<file path="src/rtl/ltl_symbol_feeder.sv">
// ltl_symbol_feeder: buffers proposition events and frames each trace for the
// LTL automata cluster. Each trace gets an automata reset window, then one
// symbol per cycle qualified by sym_run, then a single trace_done pulse.
module ltl_symbol_feeder #(
  parameter int PROP_W     = 4,
  parameter int FIFO_DEPTH = 8,
  parameter int RST_CYCLES = 2
) (
  input  logic              clk,
  input  logic              reset,
  input  logic              trace_start,
  input  logic              trace_end,
  input  logic              ev_valid,
  input  logic [PROP_W-1:0] ev_props,
  output logic              ev_ready,
  output logic [7:0]        sym_out,
  output logic              sym_run,
  output logic              auto_reset,
  output logic              trace_done,
  output logic [15:0]       sym_count,
  output logic              busy
);

  localparam int AW = $clog2(FIFO_DEPTH);
  localparam int CW = (RST_CYCLES > 1) ? $clog2(RST_CYCLES) : 1;
  localparam logic [CW-1:0] CNT_INIT = CW'(RST_CYCLES - 1);

  typedef enum logic [1:0] {
    S_IDLE,
    S_RESET_AUTO,
    S_STREAM,
    S_DRAIN
  } state_t;

  state_t            r_state;
  state_t            w_next;
  logic [CW-1:0]     r_rst_cnt;
  logic              r_end_seen;

  logic [PROP_W-1:0] r_mem [FIFO_DEPTH];
  logic [AW:0]       r_wr_ptr;
  logic [AW:0]       r_rd_ptr;
  logic [PROP_W-1:0] w_head;
  logic              w_empty;
  logic              w_full;
  logic              w_pop;
  logic              w_push;
  logic              w_ready;
  logic              w_start;

  logic [7:0]        r_sym_out;
  logic              r_sym_run;
  logic              r_auto_reset;
  logic              r_trace_done;
  logic [15:0]       r_sym_count;
  logic              r_busy;

  assign w_empty = (r_wr_ptr == r_rd_ptr);
  assign w_full  = (r_wr_ptr[AW] != r_rd_ptr[AW]) &&
                   (r_wr_ptr[AW-1:0] == r_rd_ptr[AW-1:0]);
  assign w_head  = r_mem[r_rd_ptr[AW-1:0]];
  assign w_start = (r_state == S_IDLE) && trace_start;
  assign w_push  = ev_valid && w_ready;

  // Next-state, pop and ready decode; ready is combinational so a full FIFO
  // can still accept on a cycle that pops.
  always_comb begin
    w_next  = r_state;
    w_pop   = 1'b0;
    w_ready = 1'b0;
    unique case (r_state)
      S_IDLE: begin
        if (trace_start) w_next = S_RESET_AUTO;
      end
      S_RESET_AUTO: begin
        w_ready = !w_full;
        if (r_rst_cnt == '0)
          w_next = (r_end_seen || trace_end) ? S_DRAIN : S_STREAM;
      end
      S_STREAM: begin
        w_pop   = !w_empty;
        w_ready = !w_full || w_pop;
        if (trace_end) w_next = S_DRAIN;
      end
      S_DRAIN: begin
        w_pop = !w_empty;
        // Leaving on the first cycle with nothing to pop registers trace_done
        // directly after the final sym_run cycle.
        if (w_empty) w_next = S_IDLE;
      end
      default: w_next = S_IDLE;
    endcase
  end

  // State register, reset-window counter and early trace_end latch.
  always_ff @(posedge clk or posedge reset) begin
    if (reset) begin
      r_state    <= S_IDLE;
      r_rst_cnt  <= '0;
      r_end_seen <= 1'b0;
    end else begin
      r_state <= w_next;
      if (w_start) begin
        r_rst_cnt  <= CNT_INIT;
        r_end_seen <= 1'b0;
      end else if (r_state == S_RESET_AUTO) begin
        if (r_rst_cnt != '0) r_rst_cnt <= r_rst_cnt - 1'b1;
        if (trace_end) r_end_seen <= 1'b1;
      end
    end
  end

  // FIFO pointers; a new trace starts from an empty buffer.
  always_ff @(posedge clk or posedge reset) begin
    if (reset) begin
      r_wr_ptr <= '0;
      r_rd_ptr <= '0;
    end else if (w_start) begin
      r_wr_ptr <= '0;
      r_rd_ptr <= '0;
    end else begin
      if (w_push) r_wr_ptr <= r_wr_ptr + 1'b1;
      if (w_pop)  r_rd_ptr <= r_rd_ptr + 1'b1;
    end
  end

  // FIFO storage write.
  always_ff @(posedge clk) begin
    if (w_push) r_mem[r_wr_ptr[AW-1:0]] <= ev_props;
  end

  // Registered symbol stream, framing outputs and saturating symbol count.
  always_ff @(posedge clk or posedge reset) begin
    if (reset) begin
      r_sym_out    <= '0;
      r_sym_run    <= 1'b0;
      r_auto_reset <= 1'b0;
      r_trace_done <= 1'b0;
      r_sym_count  <= '0;
      r_busy       <= 1'b0;
    end else begin
      r_sym_run    <= w_pop;
      r_auto_reset <= (w_next == S_RESET_AUTO);
      r_busy       <= (w_next != S_IDLE);
      r_trace_done <= (r_state == S_DRAIN) && (w_next == S_IDLE);
      if (w_pop) r_sym_out <= 8'(w_head);
      if (w_start)
        r_sym_count <= '0;
      else if (w_pop && (r_sym_count != '1))
        r_sym_count <= r_sym_count + 1'b1;
    end
  end

  assign ev_ready   = w_ready;
  assign sym_out    = r_sym_out;
  assign sym_run    = r_sym_run;
  assign auto_reset = r_auto_reset;
  assign trace_done = r_trace_done;
  assign sym_count  = r_sym_count;
  assign busy       = r_busy;

endmodule

</file>
<file path="config.mk">
export PLATFORM = sky130hd
export DESIGN_NAME = ltl_symbol_feeder
export DESIGN_NICKNAME = d
export VERILOG_FILES = /design/src/rtl/ltl_symbol_feeder.sv
export SDC_FILE = /design/constraint.sdc
export NUM_CORES = 1
export LEC_CHECK = 0
export BUFFER_PORTS_ARGS = -buffer_cell sky130_fd_sc_hd__buf_2
export CORE_MARGIN = 2
export CORE_UTILIZATION = 45
export CTS_CLUSTER_DIAMETER = 50
export DETAILED_ROUTE_END_ITERATION = 8
export SETUP_SLACK_MARGIN = 0.02
export SLEW_MARGIN = 15
export SYNTH_ARGS = -nofsm -noshare
export SYNTH_HDL_FRONTEND = slang
export SYNTH_SLANG_ARGS = --single-unit
</file>
<file path="constraint.sdc">
create_clock -name clk -period 2.7 [get_ports clk]
set_clock_uncertainty 0.2 [all_clocks]
set_input_delay 0.54 -clock clk [delete_from_list [all_inputs] [get_ports clk]]
set_output_delay 0.54 -clock clk [all_outputs]
set_load 0.01 [all_outputs]
</file>
==> results of run 1 <==
-- cell usage after synthesis (2+ instances only) --
master	count	share of area [%]
dfrtp_1	36	28
xor2_1	5	1.3
a211oi_1	2	0.46
nand2b_1	3	0.58
mux4_2	8	5.5
a21oi_1	6	0.92
a31oi_1	3	0.58
inv_1	6	0.69
clkbuf_1	6	0.69
or2_2	2	0.38
edfxtp_1	32	29
buf_4	5	1.2
ha_1	8	3.1
mux2i_1	7	2.1
xnor2_1	12	3.2
nor4_1	2	0.38
nor3_1	10	1.5
buf_6	3	1.0
nand2_1	19	2.2
nor2_1	24	2.8
nand4_1	8	1.5
nand3_1	7	1.1
nor3b_1	4	0.92
and3_1	4	0.77
nor4_4	2	1.3
o21ai_0	5	0.77
-- cell type report --
type	count	area [um2]	share of cell area, %
flip-flops and latches	68	1866	49.31
multi-input cells	167	1295	34.23
well taps	99	123.9	3.274
clock inverters	7	76.32	2.017
inverters	7	28.78	0.7606
repair buffers	47	270.3	7.143
clock buffers	9	123.9	3.274
-- cells by family after synthesis --
family	Yosys count
buffers and inverters	23
and+or+nand+nor	92
adders and majority gates	8
xor gates and xnor gates	19
muxes	15
other	1
AOI/OAI and AO/OA	29
DFF	68
-- metrics by stage --
step,worst slack (ns),power (mW)
after global placement,0.3310,2.138
after global routing,0.02593,3.170
after CTS,0.03305,3.006
final,0.1306,2.983
after floorplan,0.3094,1.929
after detailed placement,0.2901,2.150
-- routing by layer --
layer  GRT usage (%)  vias to the layer above
met5               0                        -
met4           7.056                        0
met3           4.617                       13
met2           26.33                       37
met1           23.05                      998
li1                -                     1009
-- state kept, by name (all words and copies together), names as in the netlist --
signal	cells
r_state	2
sym_run	1
auto_reset	1
r_wr_ptr	4
r_end_seen	1
sym_out	4
r_rst_cnt	1
r_mem	32
busy	1
sym_count	16
trace_done	1
r_rd_ptr	4
-- what timing repair did --
action                                  CTS  global route
cloned                                    0             0
endpoints found under the setup margin    1            13
gates resized for setup                   2             3
endpoints found under the hold margin     0             0
-- where the power goes --
group / internal (mW) / switching, mW / leakage, nW
registers: 1.21 / 0.102 / 0.768
clock network: 0.431 / 0.404 / 0.0974
logic: 0.356 / 0.475 / 0.678
-- critical path, cell delays in order, from the launching register on --
cell and delay (ns):
dfrtp_2 0.50, xor2_4 0.23, o41ai_4 0.45, a21boi_0 0.15
buf_2 0.16
-- worst paths after layout --
check | from | endpoint | slack, ns | cells after the start
max in group asynchronous | reset | r_rd_ptr[2]$_DFFE_PP0P_ | 1.86 | 3
min | reset | sym_count[11]$_DFFE_PP0P_ | 0.09 | 3
min reg2reg | sym_out[2]$_DFFE_PP0P_ | sym_out[2]$_DFFE_PP0P_ | 0.29 | 2
max | r_wr_ptr[2]$_DFFE_PP0P_ | ev_ready | 0.13 | 4
max reg2reg | r_state[1]$_DFF_PP0_ | r_mem[4][3]$_DFFE_PP_ | 0.32 | 7
min in group clk | trace_end | r_end_seen$_DFFE_PP0P_ | 0.27 | 3
==> run metrics, run 1 <==
diode count 0; share of post-route cells with drive strength above 1 28.52%; clock sinks between 60 and 70; setup tns final 0 ns; pwr/cell area just under 800 nW/um2; Final ANT Viol Nets 0; first-pass GRT wire length around 10,000 um; IO Pins 38; Mapped Area roughly 3300 um2; chip width just under 90 um; cell area after layout about 3800 um2; Cells after DPL 388; Core Footprint ~7100 um2; DR pass1 iterations 4; Post CTS Setup Buffer Count 0; WL/cell approximately 15 um; Post-synth EDFFs 32; dpl cell area 3561 um2; # rows 31; outcome completed; Leakage Power ~1.5 nW; Critical Path RT approximately 2.0 ns; Post-layout nets approximately 320; Max Cap Viol 0; total congestion overflow 0; post-synthesis compound-gate area fraction approximately 7.0%; DP HPWL between 4000 and 5000 um; Die Y about 89 um; fin crit period between 2 and 3 ns; Avg Cell Area, Syn approximately 13 um2; Synth cell types 52; hold_buf cts 0; Max transition margin 64.30%; number of CTS-inserted buffers 9; FF+latch count, synth slightly below 70; met3 routed WL roughly 220 um; leading cell types in the layout, fill and taps excluded 33 x dfrtp_1, 33 x buf_2, 32 x edfxtp_1; die area 7940 um2; Worst Hold Class primary input to asynchronous set/reset pin; initial antenna violation count 0; xor-xnor portion of the synthesized cell area under 10%; crit-path max FO 11; Worst EP arrival 1.83 ns; GPL Wtd Cong between 0.8 and 0.9; Synth Instances approximately 260; final setup fails 0; pin count of the biggest net entering global routing 37; Total Wirelength ~6000 um; Initial Util between 40% and 50%; number of global-route vias before repair 2,047; critical path endpoint category primary output; GR Util All Layers approximately 17%; Yosys warnings 0; DR vias/cell roughly 5; port bufs 33; Fill cells around 640; multiplexer share of the synthesized area under 10%; Layout area overhead 16.08%; clock-pin transition on the worst setup and hold timing paths 0.07 ns; met2 WL 2871 um; sequential area share after synthesis a little under three fifths; simple-gate portion of the synthesized area between 10% and 20%; fin crit share 95.16%; Root Driver clkbuf_8; worst slew pin tran between 0.5 and 0.6 ns; fin. max-slew vios 0; Clock Path Buffers 2; Worst Setup Start Kind flop; largest family of logic cells by synthesized area simple AND/OR/NAND/NOR gates; critical path class flop to primary output; fmax ~390 MHz; top layer in use met4; Synth async-reset ratio 52.94%; Final Hold Viols 0; met1 WL ~3000 um; final std cells w/o fill slightly above 400; CTS tree built; number of H-tree levels 3; RSZ-0062 raised after global routing no; DRC viols 0; adder-cell share of the synthesized area a little over 3%; via count slightly above 2,000; Starting DRT DRC Count between 60 and 70; dominant synthesized flop cell dfrtp_1; maximum vdd drop ~0.42 mV; Fin Hold WS 0.08543 ns; Clock Latency Late Sink around 0.34 ns; Finished Core Util between 50% and 60%
Power figures use the tool's default switching activity.
==> inputs of run 2 (changes only) <==
Settings changed: MAX_ROUTING_LAYER set to met4, SKIP_LAST_GASP set to 1.
==> run 2 against run 1 <==
Effect of this change: non-clock buffer count unchanged; fmax about the same; highest routed layer unchanged; critical endpoint unchanged; largest power group unchanged; largest cell class unchanged; cell count unchanged.
==> run metrics, run 2 (synthesized netlist as in run 1, its figures left out) <==
maximum vdd drop 0.4186 mV (about the same); first-pass GRT wire length 10,020 um (unchanged); number of H-tree levels 3 (unchanged); fin crit period 2.569 ns (-0.000005000 ns); Worst Setup Start Kind flop; number of CTS-inserted buffers 9 (unchanged); leading cell types in the layout, fill and taps excluded 33 x dfrtp_1, 33 x buf_2, 32 x edfxtp_1; diode count 0 (unchanged); final setup fails 0 (unchanged); DR pass1 iterations 4 (unchanged); Final Hold Viols 0 (unchanged); Finished Core Util 53.02% (unchanged); Worst Slack Setup Final 0.1306 ns (+0.000005000 ns); share of post-route cells with drive strength above 1 28.52% (unchanged); Clock Latency Late Sink 0.34 ns (about the same); Starting DRT DRC Count 68 (unchanged); Worst EP arrival 1.83 ns (about the same); GR Util All Layers 17.63% (+0.53 points); IO Pins 38 (unchanged); Clock Path Buffers 2 (unchanged); DR vias/cell 5.097 (about the same); Final ANT Viol Nets 0 (unchanged); hold_buf cts 0 (unchanged); pwr/cell area 788.3 nW/um2 (about the same); DP HPWL 4298 um (unchanged); GPL Wtd Cong 0.8193 (+1.5%); worst slew pin tran 0.5345 ns (unchanged); die area 7940 um2 (unchanged); Layout area overhead 16.08% (unchanged); Core Footprint 7137 um2 (unchanged); Tot Pwr 2.983 mW (about the same); initial antenna violation count 0 (unchanged); Initial Util 45.67% (unchanged); outcome completed; total congestion overflow 0 (unchanged); Post-layout nets 317 (unchanged); critical path class flop to primary output; max reg flops 32 (unchanged); CTS tree built; dpl cell area 3561 um2 (unchanged); Die Y 89.11 um (unchanged); clock sinks 68 (unchanged); final std cells w/o fill 404 (unchanged); crit-path max FO 11 (unchanged); chip width 89.11 um (unchanged); Fin Hold WS 0.08570 ns (+0.0002664 ns); fin. max-slew vios 0 (unchanged); area of the multi-input gates 1295 um2 (unchanged); cell area after layout 3784 um2 (unchanged); Critical Path RT 1.96 ns (about the same); setup tns final 0 ns (unchanged); fmax 389.2 MHz (about the same); Place WS 0.2901 ns (unchanged); via count 2,059 (+0.097%); clock-pin transition on the worst setup and hold timing paths 0.07 ns (about the same); number of global-route vias before repair 2,043 (-0.20%); DRC viols 0 (unchanged); Fill cells 638 (unchanged); WL/cell 15.18 um (unchanged); Max Cap Viol 0 (unchanged); Max transition margin 64.30% (unchanged); Total Wirelength 6132 um (unchanged); RSZ-0062 raised after global routing no; Worst R2R Setup Slack 0.32 ns (about the same); # rows 31 (unchanged); fin crit share 95.16% (about the same); Reg area 1866 um2 (unchanged); port bufs 33 (unchanged); critical path endpoint category primary output; Cells after DPL 388 (unchanged); R2R cell count 7 (unchanged); pin count of the biggest net entering global routing 37 (unchanged); Root Driver clkbuf_8; Leakage Power 1.543 nW (unchanged); Worst Hold Class primary input to asynchronous set/reset pin
==> run 2: cell counts in the layout (fill, tap and decap cells not counted) <==
Identical to the previous run, type by type.
==> run 2: path summary, 6_finish.rpt <==
kind                                               from                   endpoint
worst max-delay path            r_wr_ptr[2]$_DFFE_PP0P_                   ev_ready
worst min-delay path                              reset  sym_count[11]$_DFFE_PP0P_
worst max register to register     r_state[1]$_DFF_PP0_      r_mem[4][3]$_DFFE_PP_
worst min register to register   sym_out[2]$_DFFE_PP0P_     sym_out[2]$_DFFE_PP0P_
max in group asynchronous                         reset    r_rd_ptr[2]$_DFFE_PP0P_
min in group clk                              trace_end     r_end_seen$_DFFE_PP0P_
==> run 2: cell type report <==
class                   instances  share of cell area [%]
well taps                      99                   3.274
repair buffers                 47                   7.143
clock inverters                 7                   2.017
inverters                       7                  0.7606
clock buffers                   9                   3.274
flip-flops and latches         68                   49.31
multi-input cells             167                   34.23
==> run 2: layer usage <==
layer / vias to the layer above / track usage [%] / wire (um)
met1: 1000 / 23.05 / 2924
met4: 0 / 7.056 / 125
met3: 13 / 4.617 / 221
met2: 37 / 26.33 / 2860
li1: 1009 / - / -
met5: - / - / 0
==> run 2: worst max-delay path: stages (launching register included) <==
cell and delay (ns):
dfrtp_2 0.50, xor2_4 0.23, o41ai_4 0.45, a21boi_0 0.15
buf_2 0.16
==> run 2: what timing repair did <==
| action | in CTS | in global routing |
|---|---|---|
| pin swaps | 0 | 0 |
| endpoints found under the hold margin | 0 | 0 |
| setup buffers | 0 | 0 |
| resized for setup | 2 | 3 |
| setup endpoints to repair | 1 | 13 |
==> run 2: report_power, final <==
group	switching (mW)	total [mW]	internal, mW
Combinational	0.475	0.832	0.356
Sequential	0.102	1.32	1.21
Clock	0.404	0.835	0.431
